`config.mk`:
```
export PLATFORM = sky130hd
export DESIGN_NAME = stage_mem
export DESIGN_NICKNAME = d
export VERILOG_FILES = /design/src/rtl/stage_mem.sv
export SDC_FILE = /design/constraint.sdc
export NUM_CORES = 1
export LEC_CHECK = 0
export BUFFER_PORTS_ARGS = -buffer_cell sky130_fd_sc_hd__clkbuf_2
export CORE_ASPECT_RATIO = 1.25
export CORE_UTILIZATION = 48
export CTS_CLUSTER_SIZE = 40
export DETAILED_ROUTE_END_ITERATION = 10
export MAX_ROUTING_LAYER = met4
export PLACE_DENSITY_LB_ADDON = 0.2
export SLEW_MARGIN = 10
export SYNTH_ARGS = -nofsm -noshare
export SYNTH_HDL_FRONTEND = slang
export SYNTH_SLANG_ARGS = --single-unit
```
`constraint.sdc`:
```
create_clock -name i_clock -period 3.3 [get_ports i_clock]
set_input_delay 0.66 -clock i_clock [delete_from_list [all_inputs] [get_ports i_clock]]
set_output_delay 0.66 -clock i_clock [all_outputs]
set_load 0.02 [all_outputs]
```
`src/rtl/stage_mem.sv`:
```
// Memory pipeline stage: aligns loads/stores onto a 32-bit word bus with a
// busy handshake, per-request timeout, and load extraction/extension.
`timescale 1ns/1ps
module stage_mem #(
  parameter int TIMEOUT_CYCLES = 255
) (
  input  logic        i_clock,
  input  logic        i_reset,
  input  logic        i_isValid,
  input  logic [31:0] i_result,
  input  logic [31:0] i_dataB,
  input  logic        i_memWrEnable,
  input  logic        i_memRdEnable,
  input  logic [1:0]  i_memAccess,
  input  logic        i_memUnsigned,
  output logic [31:0] o_busAddr,
  output logic [31:0] o_busWrData,
  output logic [3:0]  o_busByteEn,
  output logic        o_busWr,
  output logic        o_busRd,
  input  logic [31:0] i_busRdData,
  input  logic        i_busBusy,
  output logic [31:0] o_rdData,
  output logic        o_rdValid,
  output logic        o_stall,
  output logic        o_misaligned,
  output logic        o_busError
);

  localparam int CNT_W = (TIMEOUT_CYCLES > 255) ? $clog2(TIMEOUT_CYCLES + 1) : 8;
  localparam logic [CNT_W-1:0] CNT_LAST = CNT_W'(TIMEOUT_CYCLES - 1);

  typedef enum logic [1:0] {IDLE, REQ, RESP} state_t;

  state_t            state_q, state_d;
  logic              wr_q, rd_q, rdvld_q, err_q, uns_q;
  logic [1:0]        off_q, size_q;
  logic [3:0]        be_q;
  logic [31:0]       addr_q, wdata_q, rdata_q;
  logic [CNT_W-1:0]  cnt_q;
  logic              req_any, aligned, accept, done, tmo;

  function automatic logic is_aligned(input logic [1:0] sz, input logic [1:0] off);
    case (sz)
      2'd0:    return 1'b1;
      2'd1:    return ~off[0];
      default: return (off == 2'b00);
    endcase
  endfunction

  function automatic logic [3:0] lane_en(input logic [1:0] sz, input logic [1:0] off);
    case (sz)
      2'd0:    return 4'b0001 << off;
      2'd1:    return 4'b0011 << off;
      default: return 4'b1111;
    endcase
  endfunction

  function automatic logic [31:0] lane_data(input logic [1:0] sz, input logic [31:0] d);
    case (sz)
      2'd0:    return {4{d[7:0]}};
      2'd1:    return {2{d[15:0]}};
      default: return d;
    endcase
  endfunction

  function automatic logic [31:0] load_extract(input logic [31:0] word, input logic [1:0] sz,
                                               input logic [1:0] off, input logic uns);
    logic [31:0]        sh;
    logic signed [7:0]  b_s;
    logic signed [15:0] h_s;
    sh  = word >> {off, 3'b000};
    b_s = sh[7:0];
    h_s = sh[15:0];
    case (sz)
      2'd0:    return uns ? 32'(sh[7:0])  : 32'(b_s);
      2'd1:    return uns ? 32'(sh[15:0]) : 32'(h_s);
      default: return sh;
    endcase
  endfunction

  always_comb begin
    req_any      = i_memWrEnable | i_memRdEnable;
    aligned      = is_aligned(i_memAccess, i_result[1:0]);
    accept       = ~i_reset & (state_q == IDLE) & i_isValid & req_any & aligned;
    o_misaligned = ~i_reset & (state_q == IDLE) & i_isValid & req_any & ~aligned;
    done         = (state_q == REQ) & ~i_busBusy;
    tmo          = (state_q == REQ) & i_busBusy & (cnt_q == CNT_LAST);
    o_stall      = accept | (~i_reset & (state_q == REQ));
    state_d      = state_q;
    case (state_q)
      IDLE:    if (accept) state_d = REQ;
      REQ:     if (done | tmo) state_d = RESP;
      RESP:    state_d = IDLE;
      default: state_d = IDLE;
    endcase
  end

  // Request register stage: bus-facing outputs and load result come from flops
  always_ff @(posedge i_clock) begin
    if (i_reset) begin
      state_q <= IDLE;
      wr_q    <= 1'b0;
      rd_q    <= 1'b0;
      be_q    <= 4'b0000;
      rdvld_q <= 1'b0;
      err_q   <= 1'b0;
      cnt_q   <= '0;
      rdata_q <= 32'h0;
      addr_q  <= 32'h0;
      wdata_q <= 32'h0;
    end else begin
      state_q <= state_d;
      rdvld_q <= done & rd_q;
      err_q   <= tmo;
      if (accept) begin
        addr_q  <= {i_result[31:2], 2'b00};
        off_q   <= i_result[1:0];
        size_q  <= i_memAccess;
        uns_q   <= i_memUnsigned;
        wdata_q <= lane_data(i_memAccess, i_dataB);
        be_q    <= lane_en(i_memAccess, i_result[1:0]);
        wr_q    <= i_memWrEnable;
        rd_q    <= ~i_memWrEnable;
        cnt_q   <= '0;
      end else if (done | tmo) begin
        wr_q <= 1'b0;
        rd_q <= 1'b0;
      end else if (state_q == REQ) begin
        cnt_q <= cnt_q + 1'b1;
      end
      if (done & rd_q) rdata_q <= load_extract(i_busRdData, size_q, off_q, uns_q);
    end
  end

  assign o_busAddr   = addr_q;
  assign o_busWrData = wdata_q;
  assign o_busByteEn = be_q;
  assign o_busWr     = wr_q;
  assign o_busRd     = rd_q;
  assign o_rdData    = rdata_q;
  assign o_rdValid   = rdvld_q;
  assign o_busError  = err_q;

endmodule

```
==> results of run 1 <==
==> through the flow <==
stage / instance area (µm²) / setup WS, ns / instances
6_report: 6574 / 0.4158 / 861
5_1_grt: 6574 / 0.3531 / 861
4_1_cts: 6574 / 0.4183 / 861
3_5_place_dp: 6005 / 0.4952 / 829
3_3_place_gp: 6005 / 0.5137 / 829
2_1_floorplan: 4951 / 0.3442 / 525
==> sequential cells by signal, indices dropped and copies added, names as in the netlist <==
register	cells
o_busWrData	32
o_rdData	32
o_busAddr	30
cnt_q	8
o_busByteEn	4
off_q	2
size_q	2
state_q	2
o_busError	1
o_busRd	1
o_busWr	1
o_rdValid	1
uns_q	1
==> layout make-up <==
class,count,area (µm²)
well taps,129,161.4
fillers,865,3481
clock buffers,22,464.2
multi-input cells,358,2308
repair buffers,218,1116
inverters,7,26.28
flip-flops and latches,117,2392
clock inverters,10,105.1
==> synth_stat cells (3+ instances only) <==
cell	n	area share
buf_6	5	0.011
buf_2	5	0.0051
edfxtp_1	5	0.030
o21ai_0	32	0.032
o211ai_1	7	0.011
clkbuf_1	23	0.017
nor3_1	4	0.0040
mux2_2	8	0.018
buf_4	6	0.0091
a211oi_1	18	0.027
nand2_1	66	0.050
inv_1	5	0.0038
o2bb2ai_1	7	0.012
nor2b_1	5	0.0063
a31o_1	8	0.014
dfxtp_1	112	0.45
buf_1	4	0.0030
a22o_1	38	0.067
mux2i_1	33	0.067
o21ai_1	4	0.0040
nand2b_1	4	0.0051
a21oi_1	34	0.034
nor2_1	47	0.036
xnor2_1	4	0.0071
nand4_1	3	0.0038
==> worst register-to-register path, cell delays in order (launching register included) <==
cell	delay [ns]
dfxtp_1	0.35
or4b_4	0.57
or4_4	0.55
buf_4	0.26
clkinv_1	0.11
buf_4	0.32
a22o_1	0.21
==> logic make-up after synthesis <==
family                     share of synthesized area
buffers and inverters                        0.05134
muxes                                        0.09408
and+or+nand+nor                               0.1300
other                                      0.0007580
xor gates and xnor gates                     0.01062
adders and majority gates                   0.005057
DFF                                           0.4836
AOI/OAI and AO/OA                             0.2246
==> final timing paths <==
check	start	to	slack, ns	cells past startpoint
max	state_q[1]$_SDFFE_PP0P_	o_stall	0.42	4
min	i_memUnsigned	uns_q$_DFFE_PP_	0.44	1
max reg2reg	state_q[1]$_SDFFE_PP0P_	o_busAddr[23]$_SDFFE_PP0P_	0.85	6
min reg2reg	o_busByteEn[3]$_SDFFE_PP0P_	o_busByteEn[3]$_SDFFE_PP0P_	0.45	2
==> routing by layer <==
metal / part of all wire / wire length [µm] / up-vias / track usage
li1: - / - / 2271 / -
met1: 0.41 / 5492 / 2117 / 0.2847
met5: 0 / 0 / - / -
met2: 0.51 / 6831 / 179 / 0.4402
met4: 0.014 / 191 / 0 / 0.1118
met3: 0.061 / 816 / 13 / 0.06037
==> power breakdown <==
group	internal, mW	leakage, nW	switching, mW
combinational	0.150	1.76	0.214
sequential	1.47	0.954	0.0333
clock	1.14	0.279	0.620
==> cell usage in the layout, fill, tap and decap left out, types with 4 or more instances in the layout <==
master     instances
a211oi_1          18
a21oi_1           34
a22o_1            38
a31o_1             8
buf_4             10
clkbuf_16         17
clkbuf_2         208
clkinv_2           6
dfxtp_1          112
edfxtp_1           5
inv_1              5
mux2_2             8
mux2i_1           33
nand2_1           66
nand2b_1           4
nor2_1            46
nor2b_1            5
nor3_1             4
o211ai_1           7
o21ai_0           32
o21ai_1            4
o2bb2ai_1          7
xnor2_1            4
==> reports/qor.yml, run 1 <==
finish:
  drive_gt1_frac: 0.3620
  final_core_util: 0.6538
  antenna_cells: 0
  area_growth_pct: 32.88
  fin_nets: 826
floorplan:
  die-area_mm2: 0.01072
  initial_core_util: 0.4920
  die_h_um: 115.5
  die_w_um: 92.81
  core_mm2: 0.01005
  io_pins: 211
  row_count: 41
route:
  drt_iter0_markers: 177
  drcViolationCount: 0
  vias: 4580
  antenna_left: 0
  wirelength_um: 13330
  wire_per_inst_um: 15.48
  vias_per_cell: 5.319
  drt_pre_antenna_iters: 4
cts:
  h-tree-depth: 4
  cts_tree: "yes"
  cts_buffers: 17
  postCtsSetupBuffers: 0
  cts.sinks: 117
  clock_latency_ns: 0.40
  cts-resized-gates: 0
  cts_root_buffer: "clkbuf_16"
  clock_path_buffers: 2
  clkTransAtPathRegs_ns: 0.05
  ctsHoldBuffers: 0
global_routing:
  grt_pass1_vias: 4378
  antenna_found_initial: 0
  track_usage: 0.2569
  overflow: 0
  grt_max_degree: 59
  grt_pass1_wl_um: 20630
timing:
  finalCritPeriodShare: 0.8740
  skew_ns: 0.007283
  setup_tns_ns: 0
  fmax_ghz: 0.3467
  period_minus_slack_ns: 2.884
  rsz0062_at_grt: "false"
  worst_slew_pin_slew_ns: 1.144
  holdWs_ns: 0.4358
  setup_viol: 0
  slew_headroom: 0.2372
  hold_viol_final: 0
  final_max_slew_viol_count: 0
synth:
  synth-seq-cells: 117
  postSynthAreaPerCell_um2: 9.441
  synth_seq_area_share: 0.4836
  synthDistinctLibCells: 52
  async_reset_ff_frac: 0
  synth_ff_type: "dfxtp_1"
  ys_warn_count: 0
  syn_inst: 524
  netlist_area_mm2: 0.004947
  synth_edf_count: 5
worst_setup_path:
  worstPathBufferInverterCount: 1
  cp_top_family: "simple AND/OR/NAND/NOR gates"
  critical_path_arrival_ns: 2.22
  endpoint_kind: "primary output"
  crit_path_cell_trace: "or4b_4 > or4_4 > o21ai_0 > clkbuf_2"
  max_stage_delay_ns: 0.57
  critPathRequiredTime_ns: 2.64
  setup.worst_path.class: "reg -> out"
  slowest_stage: "or4b_4"
  path_max_fanout: 7
  start_kind: "flop"
power_and_ir_drop:
  total_power_mw: 3.631
  p_leak_nw: 2.994
  p_per_area_mw_per_mm2: 552.3
  irDropWorstVdd_mv: 0.3591
job:
  maxCapViolCount: 0
placed_design:
  dp_hpwl_um: 9728
  port_buffers: 208
  routabilityCongestion: 0.8615
run_status:
  status: "complete, no violations"
min_path:
  hold_class: "in -> reg"
Note: power is estimated with default switching activity, not from simulation.
==> inputs of run 2 (changes only) <==
CORE_MARGIN = 10   (was unset)
MAX_ROUTING_LAYER = unset   (was met4)
REMOVE_ABC_BUFFERS = 1   (was unset)
==> reports/qor.yml, run 2 (synthesis results as in run 1) <==
run_status:
  status: "complete, no violations"
worst_setup_path:
  path_max_fanout: 7  # unchanged
  r2r_start: "state_q[0]$_SDFFE_PP0P_"
  setup.worst_path.class: "reg -> out"
  endpoint_kind: "primary output"
  crit_path_start: "state_q[0]$_SDFFE_PP0P_"
  critical_path_arrival_ns: 2.22  # about the same
  start_kind: "flop"
  critPathRequiredTime_ns: 2.64  # about the same
floorplan:
  io_pins: 211  # unchanged
  initial_core_util: 0.4895  # -0.002498
  die_h_um: 133.5  # +16%
  die-area_mm2: 0.01479  # +38%
  core_mm2: 0.01011  # +0.51%
  row_count: 41  # unchanged
  die_w_um: 110.8  # +19%
power_and_ir_drop:
  swShare: 0.2434  # +0.004716
  total_power_mw: 3.820  # +5.2%
  pwr-share-clk: 0.509  # +0.024
  power_switching_mw: 0.9299  # +7.3%
  p_leak_nw: 3.031  # +1.3%
  intPower_mw: 2.890  # +4.6%
  pwr-share-comb: 0.097  # -0.003
  p_per_area_mw_per_mm2: 573.7  # +3.9%
  seqPwrFrac: 0.393  # -0.022
  irDropWorstVdd_mv: 0.3786  # +5.4%
global_routing:
  grt_pass1_wl_um: 24630  # +19%
  antenna_found_initial: 0  # unchanged
  overflow: 0  # unchanged
  grt_pass1_vias: 4766  # +8.9%
  grt_max_degree: 59  # unchanged
  track_usage: 0.2036  # -0.05334
timing:
  worst_slew_pin_slew_ns: 1.102  # -0.04210 ns
  setup_tns_ns: 0  # unchanged
  fmax_ghz: 0.3476  # +0.25%
  rsz0062_at_grt: "false"
  skew_ns: 0.008829  # +0.001547 ns
  hold_viol_final: 0  # unchanged
  period_minus_slack_ns: 2.877  # -0.007052 ns
  slew_headroom: 0.2653  # +0.02807
  finalCritPeriodShare: 0.8719  # -0.002137
  setup_viol: 0  # unchanged
  final_max_slew_viol_count: 0  # unchanged
min_path:
  hp-start: "i_memUnsigned"
  hold_class: "in -> reg"
finish:
  final_cell_mix: "clkbuf_2 (208), dfxtp_1 (112), nand2_1 (66), nor2_1 (46), a22o_1 (38)"
  fin_nets: 829  # +0.36%
  antenna_cells: 0  # unchanged
  layout_commonest_cell: "clkbuf_2"
  area_growth_pct: 34.60
  drive_gt1_frac: 0.3687  # +0.006686
  final_core_util: 0.6589  # +0.005100
cts:
  clkTransAtPathRegs_ns: 0.05  # about the same
  cts_buffers: 17  # unchanged
  ctsHoldBuffers: 0  # unchanged
  clock_path_buffers: 2  # unchanged
  h-tree-depth: 4  # unchanged
  clock_latency_ns: 0.41  # about the same
  postCtsSetupBuffers: 0  # unchanged
  cts_root_buffer: "clkbuf_16"
  cts_tree: "yes"
  cts.sinks: 117  # unchanged
  cts-resized-gates: 0  # unchanged
route:
  vias_per_cell: 5.385  # +1.2%
  drt_iter0_markers: 213  # +20%
  wire_per_inst_um: 18.17  # +17%
  drcViolationCount: 0  # unchanged
  wirelength_um: 15700  # +18%
  drt_pre_antenna_iters: 4  # unchanged
  vias: 4653  # +1.6%
  antenna_left: 0  # unchanged
job:
  maxCapViolCount: 0  # unchanged
placed_design:
  routabilityCongestion: 0.8306  # -3.6%
  dp_hpwl_um: 11530  # +19%
  port_buffers: 208  # unchanged
run 2: path summary, 6_finish.rpt:
| path | endpoint | slack [ns] | depth (start not counted) |
|---|---|---|---|
| setup / recovery | o_stall | 0.42 | 4 |
| hold reg to reg | o_busByteEn[1]$_SDFFE_PP0P_ | 0.44 | 2 |
| setup reg to reg | off_q[1]$_DFFE_PP_ | 0.83 | 5 |
| hold / removal | uns_q$_DFFE_PP_ | 0.43 | 1 |
run 2: per-stage QoR:
stage	setup WS, ns	cell area [µm²]	hold slack (ns)	std cells
after CTS	0.3908	6659	0.4178	864
after detailed placement	0.4404	6027	0.4327	832
final	0.4229	6659	0.4333	864
after global routing	0.3451	6659	0.4088	864
after floorplan	0.4996	4723	0.4716	482
after global placement	0.4348	6027	0.4260	832
run 2: worst max-delay path, stage by stage (launching register included):
cell and delay (ns):
dfxtp_1 0.37, or4b_4 0.55, or4_4 0.55, o21ai_0 0.13, clkbuf_2 0.22
run 2: power groups by stage:
stage                     registers [mW]  clock network [mW]  logic, mW
after global routing                1.51                2.04      0.404
after CTS                           1.50                1.97      0.373
final                               1.50                1.95      0.371
after floorplan                     1.58                   0      0.129
after detailed placement            1.53                   0      0.371
after global placement              1.53                   0      0.364
run 2: final cells by class:
cell class | instances | area (µm²)
fillers | 856 | 3447
flip-flops and latches | 117 | 2392
multi-input cells | 358 | 2308
repair buffers | 221 | 1139
clock buffers | 17 | 425.4
clock inverters | 15 | 206.4
well taps | 129 | 161.4
inverters | 7 | 26.28
run 2: per-layer routing:
| layer | share of wire | track usage |
|---|---|---|
| met4 | 0.018 | 0.08261 |
| met1 | 0.40 | 0.2247 |
| met3 | 0.10 | 0.09748 |
| met2 | 0.48 | 0.3294 |
| met5 | 0 | 0 |
==> inputs of run 3 (changes only) <==
MAX_ROUTING_LAYER = met4   (was unset)
==> reports/qor.yml, run 3 (synthesis results as in run 1) <==
worst_setup_path:
  critPathRequiredTime_ns: 2.64  # about the same
  path_max_fanout: 7  # unchanged
  critical_path_arrival_ns: 2.21  # about the same
  setup.worst_path.class: "reg -> out"
  start_kind: "flop"
  endpoint_kind: "primary output"
global_routing:
  track_usage: 0.2091  # +0.005545
  antenna_found_initial: 0  # unchanged
  grt_pass1_wl_um: 24600  # -0.11%
  overflow: 0  # unchanged
  grt_pass1_vias: 4779  # +0.27%
  grt_max_degree: 59  # unchanged
cts:
  cts_tree: "yes"
  cts_buffers: 17  # unchanged
  clkTransAtPathRegs_ns: 0.05  # about the same
  postCtsSetupBuffers: 0  # unchanged
  h-tree-depth: 4  # unchanged
  cts_root_buffer: "clkbuf_16"
  cts.sinks: 117  # unchanged
  clock_path_buffers: 2  # unchanged
  clock_latency_ns: 0.40  # about the same
  cts-resized-gates: 0  # unchanged
  ctsHoldBuffers: 0  # unchanged
power_and_ir_drop:
  seqPwrFrac: 0.394  # about the same
  swShare: 0.2430  # -0.0004618
  p_leak_nw: 3.031  # unchanged
  pwr-share-comb: 0.097  # about the same
  power_switching_mw: 0.9277  # -0.24%
  intPower_mw: 2.891  # about the same
  p_per_area_mw_per_mm2: 573.4  # about the same
  pwr-share-clk: 0.509  # about the same
  irDropWorstVdd_mv: 0.3741  # -1.2%
floorplan:
  die_w_um: 110.8  # unchanged
  io_pins: 211  # unchanged
  initial_core_util: 0.4895  # unchanged
  row_count: 41  # unchanged
  die-area_mm2: 0.01479  # unchanged
  die_h_um: 133.5  # unchanged
  core_mm2: 0.01011  # unchanged
min_path:
  hold_class: "in -> reg"
timing:
  hold_viol_final: 0  # unchanged
  period_minus_slack_ns: 2.873  # -0.003951 ns
  slew_headroom: 0.2646  # -0.0007150
  setup_tns_ns: 0  # unchanged
  rsz0062_at_grt: "false"
  finalCritPeriodShare: 0.8707  # -0.001197
  worst_slew_pin_slew_ns: 1.103  # +0.001072 ns
  fmax_ghz: 0.3480  # +0.14%
  setup_viol: 0  # unchanged
  holdWs_ns: 0.4350  # +0.001711 ns
  skew_ns: 0.01040  # +0.001571 ns
  final_max_slew_viol_count: 0  # unchanged
route:
  drcViolationCount: 0  # unchanged
  antenna_left: 0  # unchanged
  wirelength_um: 15630  # -0.41%
  drt_iter0_markers: 207  # -2.8%
  drt_pre_antenna_iters: 4  # unchanged
  wire_per_inst_um: 18.09  # -0.41%
  vias: 4658  # +0.11%
  vias_per_cell: 5.391  # +0.11%
finish:
  area_growth_pct: 34.60  # unchanged
  multi_input_area_mm2: 0.002308  # unchanged
  antenna_cells: 0  # unchanged
  final_cell_mix: "clkbuf_2 (208), dfxtp_1 (112), nand2_1 (66), nor2_1 (46), a22o_1 (38)"
  seq_area_mm2: 0.002392  # unchanged
  fin_nets: 829  # unchanged
  layout_commonest_cell: "clkbuf_2"
  drive_gt1_frac: 0.3687  # unchanged
  instances_no_fill: 864  # unchanged
  fillers: 856  # unchanged
placed_design:
  routabilityCongestion: 0.8432  # +1.5%
  port_buffers: 208  # unchanged
  dp_hpwl_um: 11530  # unchanged
  place_inst: 832  # unchanged
job:
  maxCapViolCount: 0  # unchanged
run_status:
  status: "complete, no violations"
[run 3: layout make-up]
type	instances	share of cell area
inverters	7	0.003946
clock buffers	17	0.06389
repair buffers	221	0.1710
multi-input cells	358	0.3467
clock inverters	15	0.03100
flip-flops and latches	117	0.3593
well taps	129	0.02424
[run 3: through the flow]
step	area, µm²	power [mW]	util	setup slack, ns
final	6659	3.818	0.6589	0.4268
after global routing	6659	3.955	0.6589	0.3438
after CTS	6659	3.845	0.6589	0.3908
after detailed placement	6027	1.902	0.5964	0.4404
after global placement	6027	1.895	0.5964	0.4348
after floorplan	4723	1.714	-	0.4996
[run 3: path summary, 6_finish.rpt]
path | slack, ns | startpoint | cells past startpoint | end
min | 0.44 | i_memUnsigned | 1 | uns_q$_DFFE_PP_
min reg2reg | 0.44 | o_busByteEn[1]$_SDFFE_PP0P_ | 2 | o_busByteEn[1]$_SDFFE_PP0P_
max reg2reg | 0.83 | state_q[0]$_SDFFE_PP0P_ | 5 | off_q[1]$_DFFE_PP_
max | 0.43 | state_q[0]$_SDFFE_PP0P_ | 4 | o_stall
[run 3: power groups by stage]
stage	Combinational (mW)	Sequential [mW]	Clock (mW)
2_1_floorplan	0.129	1.58	0
3_3_place_gp	0.364	1.53	0
3_5_place_dp	0.371	1.53	0
4_1_cts	0.373	1.50	1.97
5_1_grt	0.403	1.51	2.04
6_report	0.371	1.50	1.94
[run 3: worst max-delay path, stage by stage, from the launching register on]
cell and delay, ns:
dfxtp_1 0.37, or4b_4 0.55, or4_4 0.55, o21ai_0 0.13
clkbuf_2 0.22
[run 3: layer usage]
layer	global-route usage	wire length (µm)
met1	0.2363	6488
met2	0.3307	7600
met3	0.07996	1294
met4	0.07609	250
met5	-	0
